**config.mk**
```make
export PLATFORM = sky130hd
export DESIGN_NAME = temp_entry_sequencer
export DESIGN_NICKNAME = d
export VERILOG_FILES = /design/src/rtl/temp_entry_sequencer.sv
export SDC_FILE = /design/constraint.sdc
export NUM_CORES = 1
export LEC_CHECK = 0
export CORE_UTILIZATION = 41
export DETAILED_ROUTE_END_ITERATION = 8
export PLACE_DENSITY = 0.62
export SLEW_MARGIN = 20
export SYNTH_ARGS = -nofsm -noshare
export SYNTH_HDL_FRONTEND = slang
export SYNTH_SLANG_ARGS = --single-unit
```
**constraint.sdc**
```tcl
create_clock -name CLK -period 4 [get_ports CLK]
set_input_delay 0.6 -clock CLK [delete_from_list [all_inputs] [get_ports CLK]]
set_output_delay 0.6 -clock CLK [all_outputs]
set_load 0.005 [all_outputs]
```
**src/rtl/temp_entry_sequencer.sv**
```systemverilog
// temp_entry_sequencer: turns filtered PS/2 make codes into a two-digit
// temperature setpoint (BCD), keeps the Gas/Alerta/Peligro indicator flags,
// and raises the downstream FSM-reset request. All outputs are registered,
// so every response appears one clock after the code is sampled.
module temp_entry_sequencer #(
    parameter int unsigned MAX_TEMP    = 50,
    parameter int unsigned TIMEOUT_CYC = 500000000
) (
    input  logic       CLK,
    input  logic       reset,
    input  logic       code_valid,
    input  logic [7:0] code,
    output logic [3:0] temp_tens,
    output logic [3:0] temp_units,
    output logic       temp_load,
    output logic       gas,
    output logic       alerta,
    output logic       peligro,
    output logic       fsm_reset,
    output logic       entry_err,
    output logic       busy
);

    localparam logic [1:0] S_IDLE = 2'd0;
    localparam logic [1:0] S_GOT1 = 2'd1;
    localparam logic [1:0] S_GOT2 = 2'd2;

    // Last timer value before an abandoned entry is dropped.
    localparam logic [31:0] TIMER_LAST = 32'(TIMEOUT_CYC - 1);
    localparam logic [31:0] MAX_VAL    = 32'(MAX_TEMP);

    logic [1:0]  r_state;
    logic [3:0]  r_d1;
    logic [3:0]  r_d2;
    logic [31:0] r_timer;
    logic [3:0]  r_tens;
    logic [3:0]  r_units;
    logic        r_load;
    logic        r_gas;
    logic        r_alerta;
    logic        r_peligro;
    logic        r_fsm_rst;
    logic        r_err;
    logic        r_busy;

    logic        w_is_digit;
    logic [3:0]  w_digit;
    logic        w_enter;
    logic        w_bksp;
    logic        w_esc;
    logic        w_key_g;
    logic        w_key_a;
    logic        w_key_p;
    logic        w_key_r;

    logic [1:0]  w_state_n;
    logic [3:0]  w_d1_n;
    logic [3:0]  w_d2_n;
    logic [31:0] w_timer_n;
    logic [3:0]  w_tens_n;
    logic [3:0]  w_units_n;
    logic        w_load_n;
    logic        w_gas_n;
    logic        w_alerta_n;
    logic        w_peligro_n;
    logic        w_fsm_rst_n;
    logic        w_err_n;

    logic [6:0]  w_val;
    logic        w_val_ok;
    logic [3:0]  w_commit_tens;
    logic [3:0]  w_commit_units;

    // Decode the sampled make code into digit / command strobes (qualified by code_valid).
    always_comb begin
        w_is_digit = 1'b0;
        w_digit    = 4'd0;
        w_enter    = 1'b0;
        w_bksp     = 1'b0;
        w_esc      = 1'b0;
        w_key_g    = 1'b0;
        w_key_a    = 1'b0;
        w_key_p    = 1'b0;
        w_key_r    = 1'b0;
        if (code_valid) begin
            case (code)
                8'h45: begin w_is_digit = 1'b1; w_digit = 4'd0; end
                8'h16: begin w_is_digit = 1'b1; w_digit = 4'd1; end
                8'h1E: begin w_is_digit = 1'b1; w_digit = 4'd2; end
                8'h26: begin w_is_digit = 1'b1; w_digit = 4'd3; end
                8'h25: begin w_is_digit = 1'b1; w_digit = 4'd4; end
                8'h2E: begin w_is_digit = 1'b1; w_digit = 4'd5; end
                8'h36: begin w_is_digit = 1'b1; w_digit = 4'd6; end
                8'h3D: begin w_is_digit = 1'b1; w_digit = 4'd7; end
                8'h3E: begin w_is_digit = 1'b1; w_digit = 4'd8; end
                8'h46: begin w_is_digit = 1'b1; w_digit = 4'd9; end
                8'h5A: w_enter = 1'b1;
                8'h66: w_bksp  = 1'b1;
                8'h76: w_esc   = 1'b1;
                8'h34: w_key_g = 1'b1;
                8'h1C: w_key_a = 1'b1;
                8'h4D: w_key_p = 1'b1;
                8'h2D: w_key_r = 1'b1;
                default: ;
            endcase
        end
    end

    // Candidate setpoint for Enter: a single digit commits as 0d, two digits as d1d2.
    always_comb begin
        if (r_state == S_GOT2) begin
            w_val          = 7'(r_d1) * 7'd10 + 7'(r_d2);
            w_commit_tens  = r_d1;
            w_commit_units = r_d2;
        end else begin
            w_val          = 7'(r_d1);
            w_commit_tens  = 4'd0;
            w_commit_units = r_d1;
        end
        w_val_ok = ({25'd0, w_val} <= MAX_VAL);
    end

    // Next-state logic: R beats flag keys, flag keys leave entry untouched, then entry FSM.
    always_comb begin
        w_state_n   = r_state;
        w_d1_n      = r_d1;
        w_d2_n      = r_d2;
        w_timer_n   = r_timer;
        w_tens_n    = r_tens;
        w_units_n   = r_units;
        w_load_n    = 1'b0;
        w_gas_n     = r_gas;
        w_alerta_n  = r_alerta;
        w_peligro_n = r_peligro;
        w_fsm_rst_n = 1'b0;
        w_err_n     = 1'b0;

        if (w_key_r) begin
            w_fsm_rst_n = 1'b1;
            w_gas_n     = 1'b0;
            w_alerta_n  = 1'b0;
            w_peligro_n = 1'b0;
            w_state_n   = S_IDLE;
            w_d1_n      = 4'd0;
            w_d2_n      = 4'd0;
            w_timer_n   = 32'd0;
        end else if (w_key_g) begin
            w_gas_n = ~r_gas;
        end else if (w_key_a) begin
            w_alerta_n = ~r_alerta;
        end else if (w_key_p) begin
            w_peligro_n = ~r_peligro;
        end else begin
            case (r_state)
                S_IDLE: begin
                    if (w_is_digit) begin
                        w_d1_n    = w_digit;
                        w_state_n = S_GOT1;
                        w_timer_n = 32'd0;
                    end
                end
                S_GOT1, S_GOT2: begin
                    if (w_enter) begin
                        w_state_n = S_IDLE;
                        w_timer_n = 32'd0;
                        if (w_val_ok) begin
                            w_tens_n  = w_commit_tens;
                            w_units_n = w_commit_units;
                            w_load_n  = 1'b1;
                        end else begin
                            w_err_n = 1'b1;
                        end
                    end else if (w_is_digit && r_state == S_GOT1) begin
                        w_d2_n    = w_digit;
                        w_state_n = S_GOT2;
                        w_timer_n = 32'd0;
                    end else if (w_bksp) begin
                        w_state_n = (r_state == S_GOT2) ? S_GOT1 : S_IDLE;
                        w_timer_n = 32'd0;
                    end else if (w_esc) begin
                        w_state_n = S_IDLE;
                        w_timer_n = 32'd0;
                    end else if (!code_valid) begin
                        // Only truly idle cycles age the entry; ignored codes freeze the timer.
                        if (r_timer == TIMER_LAST) begin
                            w_state_n = S_IDLE;
                            w_timer_n = 32'd0;
                            w_err_n   = 1'b1;
                        end else begin
                            w_timer_n = r_timer + 32'd1;
                        end
                    end
                end
                default: begin
                    w_state_n = S_IDLE;
                    w_timer_n = 32'd0;
                end
            endcase
        end
    end

    // State and output registers; asynchronous reset returns everything to idle/zero.
    always_ff @(posedge CLK or posedge reset) begin
        if (reset) begin
            r_state   <= S_IDLE;
            r_d1      <= 4'd0;
            r_d2      <= 4'd0;
            r_timer   <= 32'd0;
            r_tens    <= 4'd0;
            r_units   <= 4'd0;
            r_load    <= 1'b0;
            r_gas     <= 1'b0;
            r_alerta  <= 1'b0;
            r_peligro <= 1'b0;
            r_fsm_rst <= 1'b0;
            r_err     <= 1'b0;
            r_busy    <= 1'b0;
        end else begin
            r_state   <= w_state_n;
            r_d1      <= w_d1_n;
            r_d2      <= w_d2_n;
            r_timer   <= w_timer_n;
            r_tens    <= w_tens_n;
            r_units   <= w_units_n;
            r_load    <= w_load_n;
            r_gas     <= w_gas_n;
            r_alerta  <= w_alerta_n;
            r_peligro <= w_peligro_n;
            r_fsm_rst <= w_fsm_rst_n;
            r_err     <= w_err_n;
            r_busy    <= (w_state_n != S_IDLE);
        end
    end

    assign temp_tens  = r_tens;
    assign temp_units = r_units;
    assign temp_load  = r_load;
    assign gas        = r_gas;
    assign alerta     = r_alerta;
    assign peligro    = r_peligro;
    assign fsm_reset  = r_fsm_rst;
    assign entry_err  = r_err;
    assign busy       = r_busy;

endmodule

```
==> impl_results.md <==
* Clock transition at path regs at 0.08 ns
* Clock buffer count from CTS at 9
* Synth Cell Area at roughly 3800 µm²
* Post-synthesis cell type count at 63
* Antenna violation net count after detailed routing at 0
* Fmax at between 0.2 and 0.3 GHz
* Die Footprint at 9620 µm²
* Start point of the critical path: code[4]
* CP Class: in2reg
* Final Hold Viols at 0
* Total global routing overflow at 0
* Initial Util at 42.8%
* Most frequent cells in the layout: dfrtp_1 (57), nand2_1 (39), a21oi_1 (32)
* CTS tree: built
* Unrepaired setup endpoints after global routing: no
* Core area at ~8800 µm²
* Most common cell after layout, fill and taps aside: dfrtp_1
* CP Data Required Time at roughly 4.3 ns
* Hold WC Path Type: reg2reg
* Setup Slack @ Placement at 0.346 ns
* Die height at 98.1 µm
* P_leak at 1.83 nW
* Power density over the cells at a little under 400 nW/µm²
* Status: finished, violations left
* Total GRT Usage at about a fifth
* Nets at 473
* Worst setup SP type: input pin
* Yosys warns at 0
* Finished Layout Cells at roughly 560
* H-tree depth at 3
* Post-CTS sizing at 0
* Syn-to-layout area delta at 15.9%
* Final period util at 83.4%
* Initial antenna violation count at 0
* Ys async rst share at 100%
* Synth area leaders: dfrtp_1 (38%), a21oi_1 (4.2%), nand2_1 (3.9%), o21ai_0 (3.7%), ha_1 (3.6%)
* Final setup viols at 0
* Post-Syn Nets at 445
* Vias/cell at 5.88
* Clock Tree Buf Depth at 2
* Post-CTS Setup Inserts at 0
* Final worst setup slack at between 0.6 and 0.7 ns
* Synth Instances at approximately 420
* Least-Margin Pin Slew at roughly 0.87 ns
* Setup Skew at 0.0113 ns
* Yosys reg bits at 57
* FP Rows at 34
* Footprint of the multi-input gates at 2170 µm²
* Synthesized area per cell at 8.99 µm²
* First-pass GRT wire length at 15900 µm
* Fin. max-slew vios at 0
* Pre-antenna DRT Iters at 8
* Max IR drop VDD at about 0.23 mV
* # port buffers at 25
* Share of cells above drive strength 1 at 11.0%
* Fill count at 863
* Worst-path fanout max at 32
* DR vias at between 3000 and 4000
* Sequential area share after synthesis at a little under two fifths
* Sequential Area at 1430 µm²
* Die X at 98.1 µm
* Setup TNS at 0 ns
* Failing checks: DRC
* Placed insts at between 500 and 600
* Maxcap violations at 0
* Detailed Route Iter0 Violations at 137
* Num ports at 26
* Largest net degree at the start of global routing at 41
* Minimum clock period after layout at 3.34 ns
* N_diodes at 0
* Number of global-route vias before repair at 3264
* Routability cong. at 0.903
* Clk Tree Root Cell: clkbuf_8
* Total wire length at 9340 µm
* Area leader, netlist: dfrtp_1
* Setup crit end kind: flop
* Clock net sink count at 57
* Slew margin rel. at between 40 and 50%
* Min-delay src: peligro$_DFFE_PP0P_
* Dpl hpwl at 6330 µm
* Ys flop type: dfrtp_1
* DRC at 4
* Number of synthesized flops with an enable pin at 0
* Worst-skew pair later-pin latency at 0.35 ns
* Cts hold-fix bufs at 0
* Worst reg2reg path startpoint: r_d1[1]$_DFFE_PP0P_
* Post-synth top area share at a little under two fifths
* Wirelength per Cell at 16.6 µm
* WP data arrival at 3.61 ns
logic make-up (layout without fill, tap and decap cells):
logic type,after synthesis,count (layout),share of synthesized area [%]
AOI/OAI and AO/OA,106,106,18.2
muxes,16,16,4.73
adders and majority gates,13,13,4.70
DFF,57,57,37.7
buffers and inverters,38,71,4.93
xor gates and xnor gates,9,9,2.08
and+or+nand+nor,182,182,27.7
state kept, by name, summed over array words and instances, names as in the netlist:
| signal | cells |
|---|---|
| r_timer | 32 |
| r_d1 | 4 |
| r_d2 | 4 |
| temp_tens | 4 |
| temp_units | 4 |
| r_state | 2 |
| alerta | 1 |
| busy | 1 |
| entry_err | 1 |
| fsm_reset | 1 |
| gas | 1 |
| peligro | 1 |
| temp_load | 1 |
through the flow:
| step | hold slack [ns] | power (mW) | instance area, µm² | util (%) |
|---|---|---|---|---|
| floorplan | 0.481 | 0.965 | 3780 | - |
| finish | 0.499 | 1.71 | 4380 | 49.5 |
| detailed placement | 0.482 | 1.10 | 4160 | 47.0 |
| global placement | 0.484 | 1.09 | 4160 | 47.0 |
| CTS | 0.499 | 1.73 | 4380 | 49.5 |
| global route | 0.518 | 1.81 | 4380 | 49.5 |
synth_stat cells (all sizes together), types with 10 or more instances:
cell	number
inv	17
o31ai	13
nor2	21
a21oi	33
nand4	11
o21ai	29
nand3	23
and3	12
dfrtp	57
and2	10
buf	12
ha	11
mux2	12
or4	15
nand2	39
path summary, 6_finish.rpt:
kind | to | depth (start not counted) | slack [ns]
setup / recovery | r_timer[26]$_DFFE_PP0P_ | 10 | 0.66
hold / removal | peligro$_DFFE_PP0P_ | 1 | 0.50
setup reg to reg | temp_units[3]$_DFFE_PP0P_ | 12 | 0.96
hold reg to reg | peligro$_DFFE_PP0P_ | 1 | 0.50
max in group asynchronous | r_d2[3]$_DFFE_PP0P_ | 3 | 2.48
min in group asynchronous | r_timer[25]$_DFFE_PP0P_ | 2 | 0.76
power breakdown:
group | switching (mW) | total [mW] | internal [mW]
logic | 0.274 | 0.458 | 0.184
clock network | 0.266 | 0.623 | 0.357
registers | 0.0280 | 0.632 | 0.604
total | 0.569 | 1.71 | 1.14
cell type report:
| cell class | instances | area share, % |
|---|---|---|
| sequential | 57 | 32.5 |
| multi-input combinational | 326 | 49.5 |
| clock inverter | 7 | 2.37 |
| tap | 108 | 3.08 |
| inverter | 17 | 1.46 |
| timing repair buffer | 38 | 8.22 |
| clock buffer | 9 | 2.83 |
per-layer routing:
| metal | GRT usage [%] | wire, µm |
|---|---|---|
| met4 | 8.16 | 172 |
| met2 | 32.8 | 4380 |
| met5 | 0 | 0 |
| met1 | 27.4 | 4430 |
| met3 | 3.65 | 357 |
critical path, stage by stage:
cell and delay (ns):
clkdlybuf4s50_1 0.65, nor4b_1 0.57, a21oi_1 0.22, o21a_1 0.18
a221oi_4 0.27, buf_4 0.20, a21oi_4 0.07, buf_12 0.17
or4_1 0.50, a21oi_1 0.16
(Power assumes the default switching activity.)
